<file path="src/rtl/i2s_tx_master.sv">
// ---------------------------------------------------------------------------
// i2s_tx_master
//
// I2S master transmitter. It derives the bit clock (sclk_o) and word select
// (ws_o) from clk_i and shifts stereo PCM samples out MSB-first on sdata_o.
// Data follows each ws transition by one sclk period, as I2S requires.
// A one-entry holding register with a valid/ready handshake decouples the
// sample producer from frame timing.
//
// Parameters:
//   WIDTH      sample width per channel in bits
//   SLOT_BITS  sclk periods per channel slot (>= WIDTH); unused bits are 0
//   SCLK_HALF  clk_i cycles per sclk_o half-period (>= 1)
//
// Ports:
//   clk_i        system clock, all logic on the rising edge
//   rst_i        asynchronous active-low reset
//   leftChan_i   left sample, two's complement
//   rightChan_i  right sample
//   pktValid_i   producer offers a sample pair
//   pktReady_o   holding register empty; the pair is taken on valid && ready
//   sclk_o       bit clock
//   ws_o         word select, 0 = left slot, 1 = right slot
//   sdata_o      serial data
//   underrun_o   one-cycle pulse when a frame starts with no pair available
// ---------------------------------------------------------------------------
module i2s_tx_master #(
  parameter int WIDTH     = 16,
  parameter int SLOT_BITS = 16,
  parameter int SCLK_HALF = 2
) (
  input  logic             clk_i,
  input  logic             rst_i,
  input  logic [WIDTH-1:0] leftChan_i,
  input  logic [WIDTH-1:0] rightChan_i,
  input  logic             pktValid_i,
  output logic             pktReady_o,
  output logic             sclk_o,
  output logic             ws_o,
  output logic             sdata_o,
  output logic             underrun_o
);

  localparam int FRAME = 2 * SLOT_BITS;
  localparam int POS_W = $clog2(FRAME);
  localparam int DIV_W = (SCLK_HALF > 1) ? $clog2(SCLK_HALF) : 1;

  localparam logic [POS_W-1:0] LAST_POS = POS_W'(FRAME - 1);
  localparam logic [POS_W-1:0] SLOT_POS = POS_W'(SLOT_BITS);
  localparam logic [DIV_W-1:0] DIV_TC   = DIV_W'(SCLK_HALF - 1);

  logic [DIV_W-1:0] div_q, div_d;
  logic             sclk_q, sclk_d;
  logic             ws_q, ws_d;
  logic             sdata_q, sdata_d;
  logic             underrun_q, underrun_d;
  logic [POS_W-1:0] pos_q, pos_d;
  logic [FRAME-1:0] shift_q, shift_d;
  logic [WIDTH-1:0] hold_l_q, hold_l_d;
  logic [WIDTH-1:0] hold_r_q, hold_r_d;
  logic             full_q, full_d;

  logic             div_tc;
  logic             fall_evt;
  logic             frame_start;
  logic [POS_W-1:0] pos_next;
  logic [FRAME-1:0] load_word;

  // Frame image: left sample at the top of the first slot, right sample at
  // the top of the second slot, zero padding below each. Built with shifts
  // so that SLOT_BITS == WIDTH (no padding) needs no special case.
  assign load_word = (FRAME'(hold_l_q) << (FRAME - WIDTH)) |
                     (FRAME'(hold_r_q) << (SLOT_BITS - WIDTH));

  always_comb begin
    div_tc      = (div_q == DIV_TC);
    fall_evt    = div_tc && sclk_q;
    pos_next    = (pos_q == LAST_POS) ? '0 : pos_q + POS_W'(1);
    frame_start = fall_evt && (pos_q == LAST_POS);

    div_d      = div_tc ? '0 : div_q + DIV_W'(1);
    sclk_d     = div_tc ? ~sclk_q : sclk_q;
    ws_d       = ws_q;
    sdata_d    = sdata_q;
    underrun_d = 1'b0;
    pos_d      = pos_q;
    shift_d    = shift_q;
    hold_l_d   = hold_l_q;
    hold_r_d   = hold_r_q;
    full_d     = full_q;

    // Everything on the serial side moves on the sclk falling edge so the
    // data is settled by the time the receiver samples on the rising edge.
    if (fall_evt) begin
      pos_d   = pos_next;
      ws_d    = (pos_next >= SLOT_POS);
      // The outgoing bit is the old MSB even at frame start; this is what
      // delays the data one bit behind ws.
      sdata_d = shift_q[FRAME-1];
      if (frame_start) begin
        shift_d    = full_q ? load_word : '0;
        underrun_d = ~full_q;
      end else begin
        shift_d = shift_q << 1;
      end
    end

    // ready is the registered empty flag, so a pair offered in the very
    // cycle an empty register is sampled for a frame start is taken for the
    // following frame, and that frame underruns.
    if (pktValid_i && !full_q) begin
      hold_l_d = leftChan_i;
      hold_r_d = rightChan_i;
      full_d   = 1'b1;
    end else if (frame_start && full_q) begin
      full_d = 1'b0;
    end
  end

  always_ff @(posedge clk_i or negedge rst_i) begin
    if (!rst_i) begin
      div_q      <= '0;
      sclk_q     <= 1'b0;
      ws_q       <= 1'b1;
      sdata_q    <= 1'b0;
      underrun_q <= 1'b0;
      pos_q      <= LAST_POS;
      shift_q    <= '0;
      hold_l_q   <= '0;
      hold_r_q   <= '0;
      full_q     <= 1'b0;
    end else begin
      div_q      <= div_d;
      sclk_q     <= sclk_d;
      ws_q       <= ws_d;
      sdata_q    <= sdata_d;
      underrun_q <= underrun_d;
      pos_q      <= pos_d;
      shift_q    <= shift_d;
      hold_l_q   <= hold_l_d;
      hold_r_q   <= hold_r_d;
      full_q     <= full_d;
    end
  end

  assign pktReady_o = ~full_q;
  assign sclk_o     = sclk_q;
  assign ws_o       = ws_q;
  assign sdata_o    = sdata_q;
  assign underrun_o = underrun_q;

endmodule

</file>
<file path="config.mk">
export PLATFORM = sky130hd
export DESIGN_NAME = i2s_tx_master
export DESIGN_NICKNAME = d
export VERILOG_FILES = /design/src/rtl/i2s_tx_master.sv
export SDC_FILE = /design/constraint.sdc
export NUM_CORES = 1
export LEC_CHECK = 0
export CAP_MARGIN = 20
export CORE_ASPECT_RATIO = 1.2
export CORE_MARGIN = 2
export CORE_UTILIZATION = 26
export CTS_CLUSTER_DIAMETER = 80
export DETAILED_ROUTE_END_ITERATION = 12
export SLEW_MARGIN = 20
export SYNTH_ARGS = -nofsm -noshare
export SYNTH_HDL_FRONTEND = slang
export SYNTH_SLANG_ARGS = --single-unit
</file>
<file path="constraint.sdc">
create_clock -name clk_i -period 3.5 [get_ports clk_i]
set_input_delay 0.525 -clock clk_i [delete_from_list [all_inputs] [get_ports clk_i]]
set_output_delay 0.525 -clock clk_i [all_outputs]
set_load 0.005 [all_outputs]
</file>
-- Word level (Yosys, flattened, before mapping)
Cells that the tools add are included.
W data, S select, Z words.
- bitwise operators: 3
- multiplexer cells: 8
- reductions and logical operators: 6
- $lt $le $gt $ge: 1
- add/sub/neg operators: 2
- equal/unequal tests: 1
- operator list (kind ; count):
    $mux W32 ; 2
    $or A32 B16 Y32 ; 1
    $add A5 B1 Y5 const B ; 1
    $eq A5 B5 Y1 const B ; 1
    $ge A5 B5 Y1 const B ; 1
    $mux W1 ; 5
    $mux W5 ; 1
    $logic_and A1 B1 Y1 ; 4
    $not A1 Y1 ; 2
    $reduce_bool A2 Y1 ; 1
    $add A1 B1 Y1 const B ; 1
    $logic_not A1 Y1 ; 1
- input port bits: 35
- output and inout port bits: 5
- word-level logic and storage cells: 31
- bits in registers: 75

-- Longest topological paths before layout
Gate-level depths: netlist of run 1.
- depth after elaboration: 5
- gate-level depth with buffers: 7
- mapped depth without buffers: 6

-- Least setup slack after synthesis of run 1
No wires, ideal clock.
- path type: register to register
- from: register pos_q[0]
- to: register shift_q[4]
- cell stages (with the launch flop): 8
- arrival time: 1.737 ns
- buffers on the path: 1
- clock period less this slack: 1.870 ns
- data required time: 3.367 ns
- slack: 1.630 ns
- library setup time: 0.133 ns
- path through: dfstp_2 > ha_1 > and3_1 > ha_1 > clkbuf_1 > and2b_1 > a21oi_1 > o21ai_0
- cells in the longest elaborated chain, start to end: 3
- ends and longest elaborated chain (item ; line ; source):
    start, declared ; 57 ; logic [POS_W-1:0] pos_q, pos_d;
    start signal, assigned ; 138 ; pos_q <= pos_d;
    $eq A5 B5 Y1 ; 79 ; frame_start = fall_evt && (pos_q == LAST_POS);
    $logic_and A1 B1 Y1 ; 79 ;
    $mux W32 ; 100 ; if (frame_start) begin
    end signal, assigned ; 139 ; shift_q <= shift_d;
    end, declared ; 58 ; logic [FRAME-1:0] shift_q, shift_d;
Every way passes these cells.
A chain may end at the register's enable or synchronous reset.

-- Worst setup path after layout of run 1
- from: register pos_q[0]
- to: register shift_q[23]
Same word-level chain as after synthesis.

==> results of run 1 <==
-- cells in the mapped netlist (all sizes together) --
library cell / count
dfrtp: 69
mux2: 36
nand2: 34
o21ai: 34
a21oi: 30
nor2b: 20
and2b: 12
clkbuf: 9
buf: 8
dfstp: 5
ha: 3
nand3: 3
a31oi: 2
inv: 2
nor2: 2
a21o: 1
and2: 1
and3: 1
nor3b: 1
o41ai: 1
or4b: 1
xor2: 1
-- how the worst max path moves through the flow --
stage                from           end  cells past startpoint
6_report         pos_q[0]   shift_q[23]                      7
5_1_grt          pos_q[0]   shift_q[17]                      7
4_1_cts          pos_q[0]   shift_q[15]                      7
3_5_place_dp     pos_q[0]   shift_q[25]                      7
3_3_place_gp   pktValid_i  hold_l_q[10]                      4
2_1_floorplan    pos_q[0]    shift_q[4]                      7
-- metal layers --
layer | wire length, um | GRT usage | share of wire | vias up
li1 | - | - | - | 1018
met1 | 2880 | 0.132 | 0.48 | 987
met2 | 2780 | 0.153 | 0.46 | 38
met3 | 227 | 0.0245 | 0.038 | 10
met4 | 140 | 0.0518 | 0.023 | 0
met5 | 0 | 0 | 0 | -
-- cell type report --
class,instances,area [sq um],area share
Clock inverter,7,77.6,0.0194
Multi-Input combinational cell,183,1220,0.305
Tap cell,161,201,0.0504
Inverter,2,7.51,0.00188
Timing Repair Buffer,42,410,0.103
Clock buffer,9,225,0.0563
Sequential cell,74,1860,0.465
-- cell usage in the layout, fill, tap and decap left out, types with 2 or more instances in the layout --
cell and n:
dfrtp_1 69, clkdlybuf4s50_1 38, mux2_2 34, o21ai_0 34
nand2_1 33, a21oi_1 30, nor2b_1 19, and2b_1 12
clkbuf_16 9, dfstp_2 5, buf_4 4, nand3_1 3
ha_1 3, clkinv_4 3, inv_1 2, mux2_4 2
a31oi_1 2, nor2_1 2
-- per-stage QoR --
step,instance area [sq um],utilization,power [mW]
floorplan,3170,-,1.22
global placement,3690,0.308,1.32
detailed placement,3690,0.308,1.33
CTS,3990,0.333,2.25
global route,4000,0.333,2.33
finish,4000,0.333,2.22
-- flip-flops by register name, summed over array words and instances (netlist names) --
name and cells:
full_q 1, underrun_o 1, ws_o 1, sdata_o 1, pos_q 4, div_q 1
hold_l_q 16, hold_r_q 16, sclk_o 1, shift_q 32
-- critical path, stage by stage, from the launching register on --
cell and delay (ps):
dfstp_2 560, ha_1 190, and3_1 190, ha_1 170, and2_1 260, buf_4 330, a21oi_1 110, o21ai_0 170
-- kinds of logic (layout without fill, tap and decap cells) --
kind of cell / Yosys count / in the layout / synth area share
compound gates: 68 / 68 / 0.110
xor+xnor: 1 / 1 / 0.00276
fa+ha+maj: 3 / 3 / 0.0118
buf+inv: 19 / 60 / 0.0335
flops: 74 / 74 / 0.586
mux: 36 / 36 / 0.130
simple gates: 75 / 75 / 0.125
-- power by group --
group / switching [mW] / internal, mW / leakage (nW)
clock: 0.360 / 0.556 / 0.146
combinational: 0.0630 / 0.151 / 0.629
sequential: 0.0871 / 1.00 / 0.936
==> flow_metrics.env, run 1 <==
export IMPL_initial_utilization=0.264
export IMPL_max_freq_mhz=480
export IMPL_htreeDepth=3
export IMPL_ys_top_cells_by_area="dfrtp_1, mux2_2, o21ai_0, a21oi_1, dfstp_2"
export IMPL_fin_cells=478
export IMPL_cp_max_fo=24
export IMPL_hpwlAfterDp_mm=3.84
export IMPL_r2r_start="pos_q[0]"
export IMPL_rows=44
export IMPL_synth_nets=314
export IMPL_status="complete, no violations"
export IMPL_synth_area_leader_cell="dfrtp_1"
export IMPL_core_area_sq_um=12000
export IMPL_slew_viol_final=0
export IMPL_cts_resized=0
export IMPL_hold_buffers=0
export IMPL_rr_worst_depth=7
export IMPL_dp_cells=462
export IMPL_via_per_inst=4.29
export IMPL_slew_headroom=0.386
export IMPL_yosys_area_top_type_share=0.545
export IMPL_r2r_end="shift_q[23]"
export IMPL_firstDrtPassIters=4
export IMPL_die_area_sq_um=13100
export IMPL_wire_per_inst_um=12.6
export IMPL_maxCapViolations=0
export IMPL_syn_inst=276
export IMPL_synth_cell_types=25
export IMPL_setup_viol=0
export IMPL_arrival_ps=2320
export IMPL_cts_tree="yes"
export IMPL_reg2reg_slack_ps=1420
export IMPL_finalHoldWorstSlack_ps=333
export IMPL_cts_made_buffers=9
export IMPL_grt_max_degree=75
export IMPL_num_vias=2053
export IMPL_port_buffers=39
export IMPL_grt_overflow=0
export IMPL_gp_congestion=0.699
export IMPL_clockRootBuffer="clkbuf_16"
export IMPL_synthToLayoutAreaGrowth_pct=26.1
export IMPL_grt_pass1_wl_mm=10.5
export IMPL_ios=40
export IMPL_ys_seq_area_frac=0.586
export IMPL_p_per_area_nw_per_um2=555
export IMPL_p_leak_nw=1.71
export IMPL_startpoint_type="flip-flop"
export IMPL_skew_ps=8.64
export IMPL_finalSetupTns_ps=0
export IMPL_rsz0062_at_grt="no"
export IMPL_post_cts_buffers=0
export IMPL_synth_warnings=0
export IMPL_antenna_found_initial=0
export IMPL_clk_latency_ps=330
export IMPL_ir_drop_v=0.000291
export IMPL_clock_sinks=74
export IMPL_required_ps=3730
export IMPL_drc=0
export IMPL_die_x_um=105
export IMPL_synth_area_sq_um=3170
export IMPL_endpoint_kind="flip-flop"
export IMPL_wl_mm=6.02
export IMPL_min_period_ps=2080
export IMPL_worst_slack_ps=1420
export IMPL_grt_usage=0.100
export IMPL_nNetsFinal=350
export IMPL_timing_hold_violations_final=0
export IMPL_worst_setup_path_type="flip-flop to flip-flop"
export IMPL_ys_ff_latch=74
export IMPL_nFillCells=1242
export IMPL_clock_path_buffers=2
export IMPL_final_period_utilization=0.595
export IMPL_grt_pass1_vias=2129
export IMPL_dieHeight_um=125
export IMPL_post_place_ws_ps=1420
export IMPL_ant_nets=0
export IMPL_min_path_type="input port to async pin"
export IMPL_drt_initial_drc_count=122
export IMPL_drive_above_1_share=0.199
export IMPL_diodes=0
export IMPL_clk_pin_slew_ps=60
export IMPL_synth_avg_cell_area_sq_um=11.5
export IMPL_worstMarginPinSlew_ps=921
Power figures use the tool's default switching activity.
==> run 2, diff against run 1 <==
==> constraint.sdc (replaced) <==
create_clock -name clk_i -period 1.7 [get_ports clk_i]
set_input_delay 0.255 -clock clk_i [delete_from_list [all_inputs] [get_ports clk_i]]
set_output_delay 0.255 -clock clk_i [all_outputs]
set_load 0.005 [all_outputs]
==> flow_metrics.env, run 2 (synthesized netlist as in run 1, its figures left out) <==
export IMPL_firstDrtPassIters=4
export IMPL_setup_viol=2
export IMPL_grt_pass1_vias=2264
export IMPL_crit_slowest_cell="dfstp_2"
export IMPL_cts_made_buffers=9
export IMPL_largest_reg_flops=32
export IMPL_status="complete, but fails checks"
export IMPL_core_area_sq_um=12000
export IMPL_cts_tree="yes"
export IMPL_initial_utilization=0.264
export IMPL_ant_nets=0
export IMPL_rsz0062_at_grt="yes"
export IMPL_num_vias=2139
export IMPL_worstPathCellList="ha_4 -> and3_4 -> ha_4 -> and2_4 -> clkbuf_16 -> a21oi_1 -> o21ai_1"
export IMPL_nNetsFinal=369
export IMPL_final_period_utilization=1.01
export IMPL_layout_commonest_cell="dfrtp_1"
export IMPL_min_path_type="input port to async pin"
export IMPL_diodes=0
export IMPL_port_buffers=39
export IMPL_rows=44
export IMPL_dp_cells=476
export IMPL_worstMarginPinSlew_ps=412
export IMPL_endpoint_kind="flip-flop"
export IMPL_slew_viol_final=0
export IMPL_max_freq_mhz=580
export IMPL_via_per_inst=4.30
export IMPL_grt_usage=0.104
export IMPL_clock_path_buffers=2
export IMPL_die_area_sq_um=13100
export IMPL_skew_ps=4.49
export IMPL_clk_latency_ps=330
export IMPL_arrival_ps=1980
export IMPL_timing_hold_violations_final=0
export IMPL_ir_drop_v=0.000473
export IMPL_required_ps=1950
export IMPL_worst_slack_ps=-24.2
export IMPL_cpMostUsedCell="ha_4"
export IMPL_post_place_ws_ps=-91.3
export IMPL_grt_overflow=0
export IMPL_met1_usage=0.127
export IMPL_min_period_ps=1720
export IMPL_die_x_um=105
export IMPL_clk_pin_slew_ps=60
export IMPL_mostFrequentLayoutCells="dfrtp_1, clkdlybuf4s50_1, mux2_2"
export IMPL_p_leak_nw=1.82
export IMPL_synthToLayoutAreaGrowth_pct=35.4
export IMPL_startpoint_type="flip-flop"
export IMPL_drive_above_1_share=0.274
export IMPL_slowest_delay_ps=550
export IMPL_gp_congestion=0.666
export IMPL_antenna_found_initial=0
export IMPL_grt_max_degree=33
export IMPL_wl_mm=6.23
export IMPL_wire_per_inst_um=12.5
export IMPL_p_per_area_nw_per_um2=1060
export IMPL_slew_headroom=0.725
export IMPL_largest_register="shift_q"
export IMPL_nFillCells=1243
export IMPL_drc=0
export IMPL_clock_sinks=74
export IMPL_worst_setup_path_type="flip-flop to flip-flop"
export IMPL_cp_max_fo=11
export IMPL_violations="setup timing"
export IMPL_reg_largest_list="shift_q: 32 flops, hold_l_q: 16 flops, hold_r_q: 16 flops"
export IMPL_ios=40
export IMPL_dieHeight_um=125
export IMPL_grt_util_met2=0.163
export IMPL_drt_initial_drc_count=63
export IMPL_htreeDepth=3
export IMPL_maxCapViolations=0
export IMPL_grt_most_used_layer="met2"
export IMPL_clockRootBuffer="clkbuf_16"
export IMPL_fin_cells=497
export IMPL_use_met3=0.0433
export IMPL_grt_pass1_wl_mm=10.8
export IMPL_hpwlAfterDp_mm=4.31
[run 2: cell types whose count changed in the layout (fill, tap and decap cells not counted), moves of 2 or more]
cell,before,now
buf_12,0,5
ha_4,0,2
o21ai_1,0,30
buf_6,0,2
a21oi_2,0,7
clkinv_4,3,0
ha_1,3,0
clkbuf_1,0,3
a21oi_1,30,22
o21ai_0,34,4
buf_4,4,13
[run 2: report_power, final]
group,internal [mW],leakage [nW],total (mW),switching (mW)
clock,1.17,0.144,1.83,0.662
combinational,0.326,0.736,0.454,0.128
sequential,2.06,0.936,2.26,0.198
total,3.56,1.82,4.55,0.988
[run 2: through the flow]
| stage | setup TNS, ps | hold WS (ps) | power (mW) | area [sq um] | util |
|---|---|---|---|---|---|
| after detailed placement | -1070 | 220 | 2.75 | 3880 | 0.323 |
| after floorplan | 0 | -40.6 | 2.50 | 3200 | - |
| final | -25.5 | 411 | 4.55 | 4290 | 0.358 |
| after CTS | -75.0 | 416 | 4.62 | 4180 | 0.348 |
| after global routing | -1860 | 454 | 4.78 | 4290 | 0.358 |
| after global placement | 0 | 219 | 2.73 | 3880 | 0.323 |
[run 2: per-layer routing]
layer  up-vias  wire (um)
li1       1049          -
met1      1044       2770
met2        39       3040
met3         7        329
met4         0         85
met5         -          0
[run 2: repair_timing]
item                                    in CTS  in global routing
gates resized for setup                     11                 38
buffers inserted                             0                  3
cloned                                       0                  1
pin swaps                                    0                 11
endpoints found under the setup margin      31                 34
endpoints found under the hold margin       30                  0
hold buffers                                 1                  0
[run 2: final timing paths]
path / start / endpoint / slack, ps / depth (start not counted)
max: pos_q[0] / shift_q[21] / -20 / 7
min: rst_i / hold_l_q[8] / 410 / 2
max reg2reg: pos_q[0] / shift_q[21] / -20 / 7
min reg2reg: shift_q[1] / shift_q[1] / 480 / 2
max in group asynchronous: rst_i / hold_r_q[11] / 710 / 3
min in group clk_i: shift_q[1] / shift_q[1] / 480 / 2
[run 2: final cells by class]
class / count / area (sq um) / area share
inverter: 2 / 7.51 / 0.00175
multi-input combinational: 183 / 1290 / 0.300
clock buffer: 13 / 250 / 0.0583
sequential: 74 / 1860 / 0.433
timing repair buffer: 61 / 649 / 0.151
clock inverter: 3 / 40.0 / 0.00932
tap: 161 / 201 / 0.0469
[run 2: critical path: cells and delay by family (launching register included)]
kind / cells / cell delay (ps)
compound gates: 2 / 200
fa+ha+maj: 2 / 300
buf+inv: 1 / 170
simple gates: 2 / 400
flops: 1 / 550
